--- src/rtl/tpu_uart_controller.sv ---
// -----------------------------------------------------------------------------
// tpu_uart_controller
// Host command front-end of the TPU. A UART 8N1 receiver and transmitter feed
// a command FSM that turns host bytes into weight-FIFO pushes, activation
// loads, MLP start and weight reset, and returns accumulator/status bytes.
//
// Ports
//   clk, rst                 system clock, synchronous active-high reset
//   uart_rx / uart_tx        serial lines, both idle high
//   wf_push_col0/col1        one-cycle weight push, byte on wf_data_in
//   wf_reset                 one-cycle weight FIFO clear
//   init_act_valid/_data     one-cycle activation load with 16-bit word
//   start_mlp                one-cycle MLP start
//   weights_ready            level, set after a full WRITE_W, cleared by RESET_W
//   mlp_state/_cycle_cnt/_acc0  MLP status sampled for READ_STATUS / READ_ACC
//   dbg_*                    FSM state, command, counters and handshake taps
//
// Internal TX handshake: a byte moves when tx_valid && tx_ready are both high
// on a rising clk edge. tx_valid, once raised, stays high with a stable byte
// until accepted; tx_ready is high only while the transmitter is idle.
// -----------------------------------------------------------------------------
module tpu_uart_controller #(
  parameter int CLOCK_FREQ = 100_000_000,
  parameter int BAUD_RATE  = 115200
) (
  input  logic        clk,
  input  logic        rst,
  input  logic        uart_rx,
  output logic        uart_tx,
  output logic        wf_push_col0,
  output logic        wf_push_col1,
  output logic [7:0]  wf_data_in,
  output logic        wf_reset,
  output logic        init_act_valid,
  output logic [15:0] init_act_data,
  output logic        start_mlp,
  output logic        weights_ready,
  input  logic [3:0]  mlp_state,
  input  logic [4:0]  mlp_cycle_cnt,
  input  logic [31:0] mlp_acc0,
  output logic [3:0]  dbg_state,
  output logic [7:0]  dbg_cmd_reg,
  output logic [2:0]  dbg_byte_count,
  output logic [1:0]  dbg_resp_byte_idx,
  output logic        dbg_tx_valid,
  output logic        dbg_tx_ready,
  output logic        dbg_rx_valid,
  output logic        dbg_weights_ready,
  output logic        dbg_start_mlp
);

  localparam int          BIT_TICKS = CLOCK_FREQ / BAUD_RATE;
  localparam logic [15:0] BIT_LAST  = 16'(BIT_TICKS - 1);
  localparam logic [15:0] HALF_LAST = 16'(BIT_TICKS / 2 - 1);

  localparam logic [1:0] RX_IDLE  = 2'd0;
  localparam logic [1:0] RX_START = 2'd1;
  localparam logic [1:0] RX_BITS  = 2'd2;
  localparam logic [1:0] RX_STOP  = 2'd3;

  localparam logic [3:0] ST_IDLE    = 4'd0;
  localparam logic [3:0] ST_RX_DATA = 4'd1;
  localparam logic [3:0] ST_EXEC    = 4'd2;
  localparam logic [3:0] ST_TX_SEND = 4'd3;
  localparam logic [3:0] ST_TX_WAIT = 4'd4;

  localparam logic [7:0] CMD_WRITE_W     = 8'h01;
  localparam logic [7:0] CMD_WRITE_ACT   = 8'h02;
  localparam logic [7:0] CMD_EXECUTE     = 8'h03;
  localparam logic [7:0] CMD_READ_ACC    = 8'h04;
  localparam logic [7:0] CMD_READ_STATUS = 8'h05;
  localparam logic [7:0] CMD_RESET_W     = 8'h06;

  // ---------------------------------------------------------------- UART RX
  logic        rx_meta_q, rx_sync_q, rx_prev_q;
  logic [1:0]  rx_st_q;
  logic [15:0] rx_cnt_q;
  logic [2:0]  rx_bit_q;
  logic [7:0]  rx_shift_q;
  logic        rx_valid_q;

  always_ff @(posedge clk) begin
    if (rst) begin
      rx_meta_q  <= 1'b1;
      rx_sync_q  <= 1'b1;
      rx_prev_q  <= 1'b1;
      rx_st_q    <= RX_IDLE;
      rx_cnt_q   <= '0;
      rx_bit_q   <= '0;
      rx_shift_q <= '0;
      rx_valid_q <= 1'b0;
    end else begin
      rx_meta_q  <= uart_rx;
      rx_sync_q  <= rx_meta_q;
      rx_prev_q  <= rx_sync_q;
      rx_valid_q <= 1'b0;
      case (rx_st_q)
        RX_IDLE: begin
          if (rx_prev_q && !rx_sync_q) begin
            rx_st_q  <= RX_START;
            rx_cnt_q <= '0;
          end
        end
        RX_START: begin
          // Half a bit in: a line already back high was a glitch.
          if (rx_cnt_q == HALF_LAST) begin
            rx_cnt_q <= '0;
            rx_bit_q <= '0;
            rx_st_q  <= rx_sync_q ? RX_IDLE : RX_BITS;
          end else begin
            rx_cnt_q <= rx_cnt_q + 16'd1;
          end
        end
        RX_BITS: begin
          if (rx_cnt_q == BIT_LAST) begin
            rx_cnt_q   <= '0;
            rx_shift_q <= {rx_sync_q, rx_shift_q[7:1]};
            if (rx_bit_q == 3'd7) rx_st_q <= RX_STOP;
            else                  rx_bit_q <= rx_bit_q + 3'd1;
          end else begin
            rx_cnt_q <= rx_cnt_q + 16'd1;
          end
        end
        default: begin
          // Stop bit: a low sample is a framing error and the byte is dropped.
          if (rx_cnt_q == BIT_LAST) begin
            rx_cnt_q   <= '0;
            rx_st_q    <= RX_IDLE;
            rx_valid_q <= rx_sync_q;
          end else begin
            rx_cnt_q <= rx_cnt_q + 16'd1;
          end
        end
      endcase
    end
  end

  // ---------------------------------------------------------------- UART TX
  logic [3:0]  state_q;
  logic [1:0]  idx_q;
  logic [31:0] resp_q;
  logic [9:0]  tx_shift_q;
  logic        tx_busy_q;
  logic [15:0] tx_cnt_q;
  logic [3:0]  tx_bit_q;
  logic        tx_valid, tx_ready;
  logic [7:0]  tx_byte;

  assign tx_valid = (state_q == ST_TX_SEND);
  assign tx_ready = !tx_busy_q;

  always_comb begin
    tx_byte = resp_q[7:0];
    case (idx_q)
      2'd1:    tx_byte = resp_q[15:8];
      2'd2:    tx_byte = resp_q[23:16];
      2'd3:    tx_byte = resp_q[31:24];
      default: tx_byte = resp_q[7:0];
    endcase
  end

  // The frame shifts out of bit 0; refilling with ones keeps the idle line high.
  always_ff @(posedge clk) begin
    if (rst) begin
      tx_shift_q <= '1;
      tx_busy_q  <= 1'b0;
      tx_cnt_q   <= '0;
      tx_bit_q   <= '0;
    end else if (!tx_busy_q) begin
      if (tx_valid) begin
        tx_shift_q <= {1'b1, tx_byte, 1'b0};
        tx_busy_q  <= 1'b1;
        tx_cnt_q   <= '0;
        tx_bit_q   <= '0;
      end
    end else if (tx_cnt_q == BIT_LAST) begin
      tx_cnt_q   <= '0;
      tx_shift_q <= {1'b1, tx_shift_q[9:1]};
      if (tx_bit_q == 4'd9) begin
        tx_busy_q <= 1'b0;
        tx_bit_q  <= '0;
      end else begin
        tx_bit_q <= tx_bit_q + 4'd1;
      end
    end else begin
      tx_cnt_q <= tx_cnt_q + 16'd1;
    end
  end

  assign uart_tx = tx_shift_q[0];

  // ------------------------------------------------------------ Command FSM
  logic [7:0]  cmd_q, wf_data_q, act_lo_q;
  logic [2:0]  byte_cnt_q;
  logic [1:0]  last_idx_q;
  logic [15:0] act_data_q;
  logic        push0_q, push1_q, wf_reset_q, act_valid_q, start_q, wready_q;

  always_ff @(posedge clk) begin
    if (rst) begin
      state_q     <= ST_IDLE;
      cmd_q       <= '0;
      byte_cnt_q  <= '0;
      idx_q       <= '0;
      last_idx_q  <= '0;
      resp_q      <= '0;
      act_lo_q    <= '0;
      act_data_q  <= '0;
      wf_data_q   <= '0;
      push0_q     <= 1'b0;
      push1_q     <= 1'b0;
      wf_reset_q  <= 1'b0;
      act_valid_q <= 1'b0;
      start_q     <= 1'b0;
      wready_q    <= 1'b0;
    end else begin
      push0_q     <= 1'b0;
      push1_q     <= 1'b0;
      wf_reset_q  <= 1'b0;
      act_valid_q <= 1'b0;
      start_q     <= 1'b0;
      case (state_q)
        ST_IDLE: begin
          if (rx_valid_q) begin
            cmd_q      <= rx_shift_q;
            byte_cnt_q <= '0;
            case (rx_shift_q)
              CMD_WRITE_W, CMD_WRITE_ACT: state_q <= ST_RX_DATA;
              CMD_EXECUTE: state_q <= ST_EXEC;
              CMD_READ_ACC: begin
                resp_q     <= mlp_acc0;
                last_idx_q <= 2'd3;
                idx_q      <= '0;
                state_q    <= ST_TX_SEND;
              end
              CMD_READ_STATUS: begin
                resp_q     <= {16'h0, 3'b0, mlp_cycle_cnt, 4'b0, mlp_state};
                last_idx_q <= 2'd1;
                idx_q      <= '0;
                state_q    <= ST_TX_SEND;
              end
              CMD_RESET_W: begin
                wf_reset_q <= 1'b1;
                wready_q   <= 1'b0;
              end
              default: ;
            endcase
          end
        end
        ST_RX_DATA: begin
          if (rx_valid_q) begin
            byte_cnt_q <= byte_cnt_q + 3'd1;
            if (cmd_q == CMD_WRITE_W) begin
              // Payload bytes 0,1 go to column 0; bytes 2,3 to column 1.
              wf_data_q <= rx_shift_q;
              if (byte_cnt_q[1]) push1_q <= 1'b1;
              else               push0_q <= 1'b1;
              if (byte_cnt_q == 3'd3) begin
                wready_q <= 1'b1;
                state_q  <= ST_IDLE;
              end
            end else if (byte_cnt_q == 3'd0) begin
              act_lo_q <= rx_shift_q;
            end else begin
              act_data_q  <= {rx_shift_q, act_lo_q};
              act_valid_q <= 1'b1;
              state_q     <= ST_IDLE;
            end
          end
        end
        ST_EXEC: begin
          start_q <= 1'b1;
          state_q <= ST_IDLE;
        end
        ST_TX_SEND: begin
          if (tx_ready) state_q <= ST_TX_WAIT;
        end
        ST_TX_WAIT: begin
          if (tx_ready) begin
            if (idx_q == last_idx_q) begin
              state_q <= ST_IDLE;
            end else begin
              idx_q   <= idx_q + 2'd1;
              state_q <= ST_TX_SEND;
            end
          end
        end
        default: state_q <= ST_IDLE;
      endcase
    end
  end

  assign wf_push_col0      = push0_q;
  assign wf_push_col1      = push1_q;
  assign wf_data_in        = wf_data_q;
  assign wf_reset          = wf_reset_q;
  assign init_act_valid    = act_valid_q;
  assign init_act_data     = act_data_q;
  assign start_mlp         = start_q;
  assign weights_ready     = wready_q;
  assign dbg_state         = state_q;
  assign dbg_cmd_reg       = cmd_q;
  assign dbg_byte_count    = byte_cnt_q;
  assign dbg_resp_byte_idx = idx_q;
  assign dbg_tx_valid      = tx_valid;
  assign dbg_tx_ready      = tx_ready;
  assign dbg_rx_valid      = rx_valid_q;
  assign dbg_weights_ready = wready_q;
  assign dbg_start_mlp     = start_q;

endmodule

--- config.mk ---
export PLATFORM = sky130hd
export DESIGN_NAME = tpu_uart_controller
export DESIGN_NICKNAME = d
export VERILOG_FILES = /design/src/rtl/tpu_uart_controller.sv
export SDC_FILE = /design/constraint.sdc
export NUM_CORES = 1
export LEC_CHECK = 0
export CAP_MARGIN = 40
export CORE_MARGIN = 2
export CORE_UTILIZATION = 50
export CTS_CLUSTER_DIAMETER = 30
export DETAILED_ROUTE_END_ITERATION = 7
export PLACE_DENSITY = 0.74
export SLEW_MARGIN = 25
export SYNTH_ARGS = -nofsm -noshare
export SYNTH_HDL_FRONTEND = slang
export SYNTH_SLANG_ARGS = --single-unit
--- constraint.sdc ---
create_clock -name clk -period 3.15 [get_ports clk]
set_clock_uncertainty 0.15 [all_clocks]
set_input_delay 0.945 -clock clk [delete_from_list [all_inputs] [get_ports clk]]
set_output_delay 0.945 -clock clk [all_outputs]
set_load 0.005 [all_outputs]
==> flow_metrics.env <==
export IMPL_status="completed"
export IMPL_row_count=42
export IMPL_layout_commonest_cell="dfxtp_1"
export IMPL_routabilityCongestion=0.906
export IMPL_drt_wirelength_per_cell_um=15.8
export IMPL_hold_class="reg2reg"
export IMPL_largest_register_ff_count=32
export IMPL_grt_setup_unrepaired="false"
export IMPL_synth_ff_type="dfxtp_1"
export IMPL_die_h_um=121
export IMPL_synthMuxAreaShare_pct=7.20
export IMPL_syn2layout_area_growth_pct=24.1
export IMPL_clockRootBuffer="clkbuf_16"
export IMPL_syn_nets=835
export IMPL_critPathMaxStageDelay_ns=0.54
export IMPL_drtAntennaViolNets=0
export IMPL_start_util_pct=51.3
export IMPL_synthAdderAreaFrac_pct=2.57
export IMPL_synth_edff_count=0
export IMPL_cts_made_buffers=17
export IMPL_ys_seq_area_share_pct=44.4
export IMPL_tns_ns=0
export IMPL_cts_sinks=151
export IMPL_ir_worst_vdd_uv=417
export IMPL_fin_nets=910
export IMPL_fmax_mhz=347
export IMPL_post_cts_buffers=0
export IMPL_clkLatencyLatePin_ns=0.43
export IMPL_comb_power_share_pct=2.7
export IMPL_cap_violations=0
export IMPL_cts_tree="done"
export IMPL_clockBufferDepth=2
export IMPL_grt_usage_pct=23.0
export IMPL_p_leak_nw=3.02
export IMPL_grt_pass1_wl_mm=26.9
export IMPL_yosysWarnings=0
export IMPL_timing_final_crit_share_pct=91.5
export IMPL_placed_cell_area_um2=7840
export IMPL_postCtsHoldBufs=0
export IMPL_yosys_area_share_simple_pct=25.4
export IMPL_period_minus_slack_ns=2.88
export IMPL_die_area_um2=14600
export IMPL_finalMaxSlewViolations=0
export IMPL_first_iter_violations=514
export IMPL_netlist_area_um2=6810
export IMPL_slew_headroom_pct=55.0
export IMPL_grt_antenna_before_repair=0
export IMPL_netSwitchingPower_mw=0.870
export IMPL_vias_per_cell=5.66
export IMPL_path_cells="and3b_1 > clkdlybuf4s50_1"
export IMPL_critical_path_buf_inv_count=1
export IMPL_syn_area_per_cell_um2=8.77
export IMPL_dp_hpwl_mm=11.2
export IMPL_cts_resized_gates=0
export IMPL_yosysUniqueCellTypes=61
export IMPL_pwr_share_clk_pct=50.8
export IMPL_synth_top_family_by_area="simple AND/OR/NAND/NOR gates"
export IMPL_synth_compound_gate_area_share_pct=13.1
export IMPL_swShare_pct=21.1
export IMPL_setup_violations=0
export IMPL_dpl_worst_slack_ns=0.401
export IMPL_grt_pass1_vias=5710
export IMPL_power_density_nw_per_um2=488
export IMPL_dpl_cell_count=1009
export IMPL_fin_cells=1041
export IMPL_die_w_um=121
export IMPL_grt_max_degree=56
export IMPL_cpMaxStageDelayCell="clkdlybuf4s50_1"
export IMPL_ys_ff_latch=151
export IMPL_worst_slew_pin_slew_ns=0.670
export IMPL_arrival_ns=1.79
export IMPL_diodes=0
export IMPL_drcViolationCount=0
export IMPL_syn_inst=777
export IMPL_top_register="resp_q"
export IMPL_vias=5895
export IMPL_layout_common_cells="dfxtp_1 (151), nor2_1 (130), clkdlybuf4s50_1 (94)"
export IMPL_first_pass_iters=5
export IMPL_portBuffers=95
export IMPL_stdcell_area_um2=8450
export IMPL_setup_slack_ns=0.268
export IMPL_core_um2=13300
export IMPL_hold_viol=0
export IMPL_synth_xor_area_share_pct=2.44
export IMPL_synth_async_reset_ratio_pct=0
export IMPL_drive_above_1_share_pct=9.36
export IMPL_cp_end_kind="output port"
export IMPL_critPathRequiredTime_ns=2.05
export IMPL_clkTransAtPathRegs_ns=0.07
export IMPL_p_int_mw=3.25
export IMPL_startpoint_type="register"
export IMPL_overflow=0
export IMPL_seq_power_share_pct=46.5
export IMPL_routed_wl_mm=16.5
export IMPL_critPathMaxFanout=11
export IMPL_num_io_pins=97
export IMPL_htree_levels=4
export IMPL_crit_type="reg2out"
export IMPL_critical_path_top_delay_family="buffers and inverters"
export IMPL_r2r_slack_ns=0.36
[worst register-to-register path: stages, from the launching register on]
cell	delay, ns
dfxtp_1	0.40
ha_1	0.25
or3b_2	0.50
nor4_4	0.43
o21ai_0	0.30
nor2_1	0.45
a32oi_1	0.17
[cells by family after synthesis]
group / Yosys count
flip-flops: 151
multiplexers: 49
AND/OR/NAND/NOR: 333
XOR/XNOR: 19
AO/OA/AOI/OAI: 136
adder cells (fa/ha/maj): 14
other: 1
buffers and inverters: 74
[Yosys cell counts, types with 3 or more instances]
cell / instances / share of area [%]
dfxtp_1: 151 / 44
nor2_1: 130 / 7.2
nand2_1: 72 / 4.0
a21oi_1: 57 / 4.2
mux2i_1: 49 / 7.2
clkbuf_1: 39 / 2.1
nand3_1: 20 / 1.5
inv_1: 18 / 0.99
nor3b_2: 18 / 3.3
nor3_1: 17 / 1.2
o21ai_0: 16 / 1.2
ha_1: 14 / 2.6
xnor2_1: 10 / 1.3
and3_1: 9 / 0.83
nor3b_1: 9 / 0.99
o221ai_1: 9 / 1.2
xor2_1: 9 / 1.2
a222oi_1: 8 / 1.2
nand4_1: 8 / 0.73
or2_2: 8 / 0.73
a31oi_1: 7 / 0.64
o211ai_1: 7 / 0.77
a32oi_1: 6 / 0.77
buf_2: 6 / 0.44
buf_6: 5 / 0.83
nor2b_1: 5 / 0.46
nor4_1: 5 / 0.46
a22oi_1: 4 / 0.44
or3_1: 4 / 0.37
or4_1: 4 / 0.44
a21o_1: 3 / 0.33
a311oi_1: 3 / 0.39
and2_1: 3 / 0.28
and4_1: 3 / 0.39
buf_4: 3 / 0.33
[final timing paths]
| path | from | to | cells after the start |
|---|---|---|---|
| max reg2reg | tx_cnt_q[0] | tx_shift_q[6] | 6 |
| max | dbg_state[1] | dbg_tx_valid | 2 |
| min reg2reg | rx_meta_q | rx_sync_q | 1 |
| min | rx_meta_q | rx_sync_q | 1 |
[stage by stage]
step	hold WS (ns)	power, mW	utilization [%]
floorplan	0.239	2.01	-
global placement	0.247	2.07	58.9
detailed placement	0.248	2.07	59.0
CTS	0.271	4.15	63.6
global route	0.294	4.24	63.6
finish	0.271	4.12	63.6
[layout make-up]
| type | count | area (µm²) |
|---|---|---|
| fill | 1099 | 4840 |
| multi-input combinational | 552 | 3460 |
| clock inverter | 12 | 165 |
| tap | 176 | 220 |
| inverter | 19 | 71.3 |
| clock buffer | 20 | 447 |
| timing repair buffer | 111 | 1070 |
| sequential | 151 | 3020 |
[power by group through the flow]
stage	Combinational (mW)	Clock [mW]	Sequential, mW
floorplan	0.0501	0	1.96
global placement	0.110	0	1.96
detailed placement	0.112	0	1.96
CTS	0.114	2.12	1.92
global route	0.122	2.20	1.92
finish	0.113	2.09	1.92
[metal layers]
metal  GRT usage [%]  up-vias  share of wire [%]
li1                -     2875                  -
met1            29.3     2816                 45
met2            37.5      179                 48
met3            5.85       25                5.6
met4            9.08        0                1.4
met5               0        -                  0
Power figures use the tool's default switching activity.
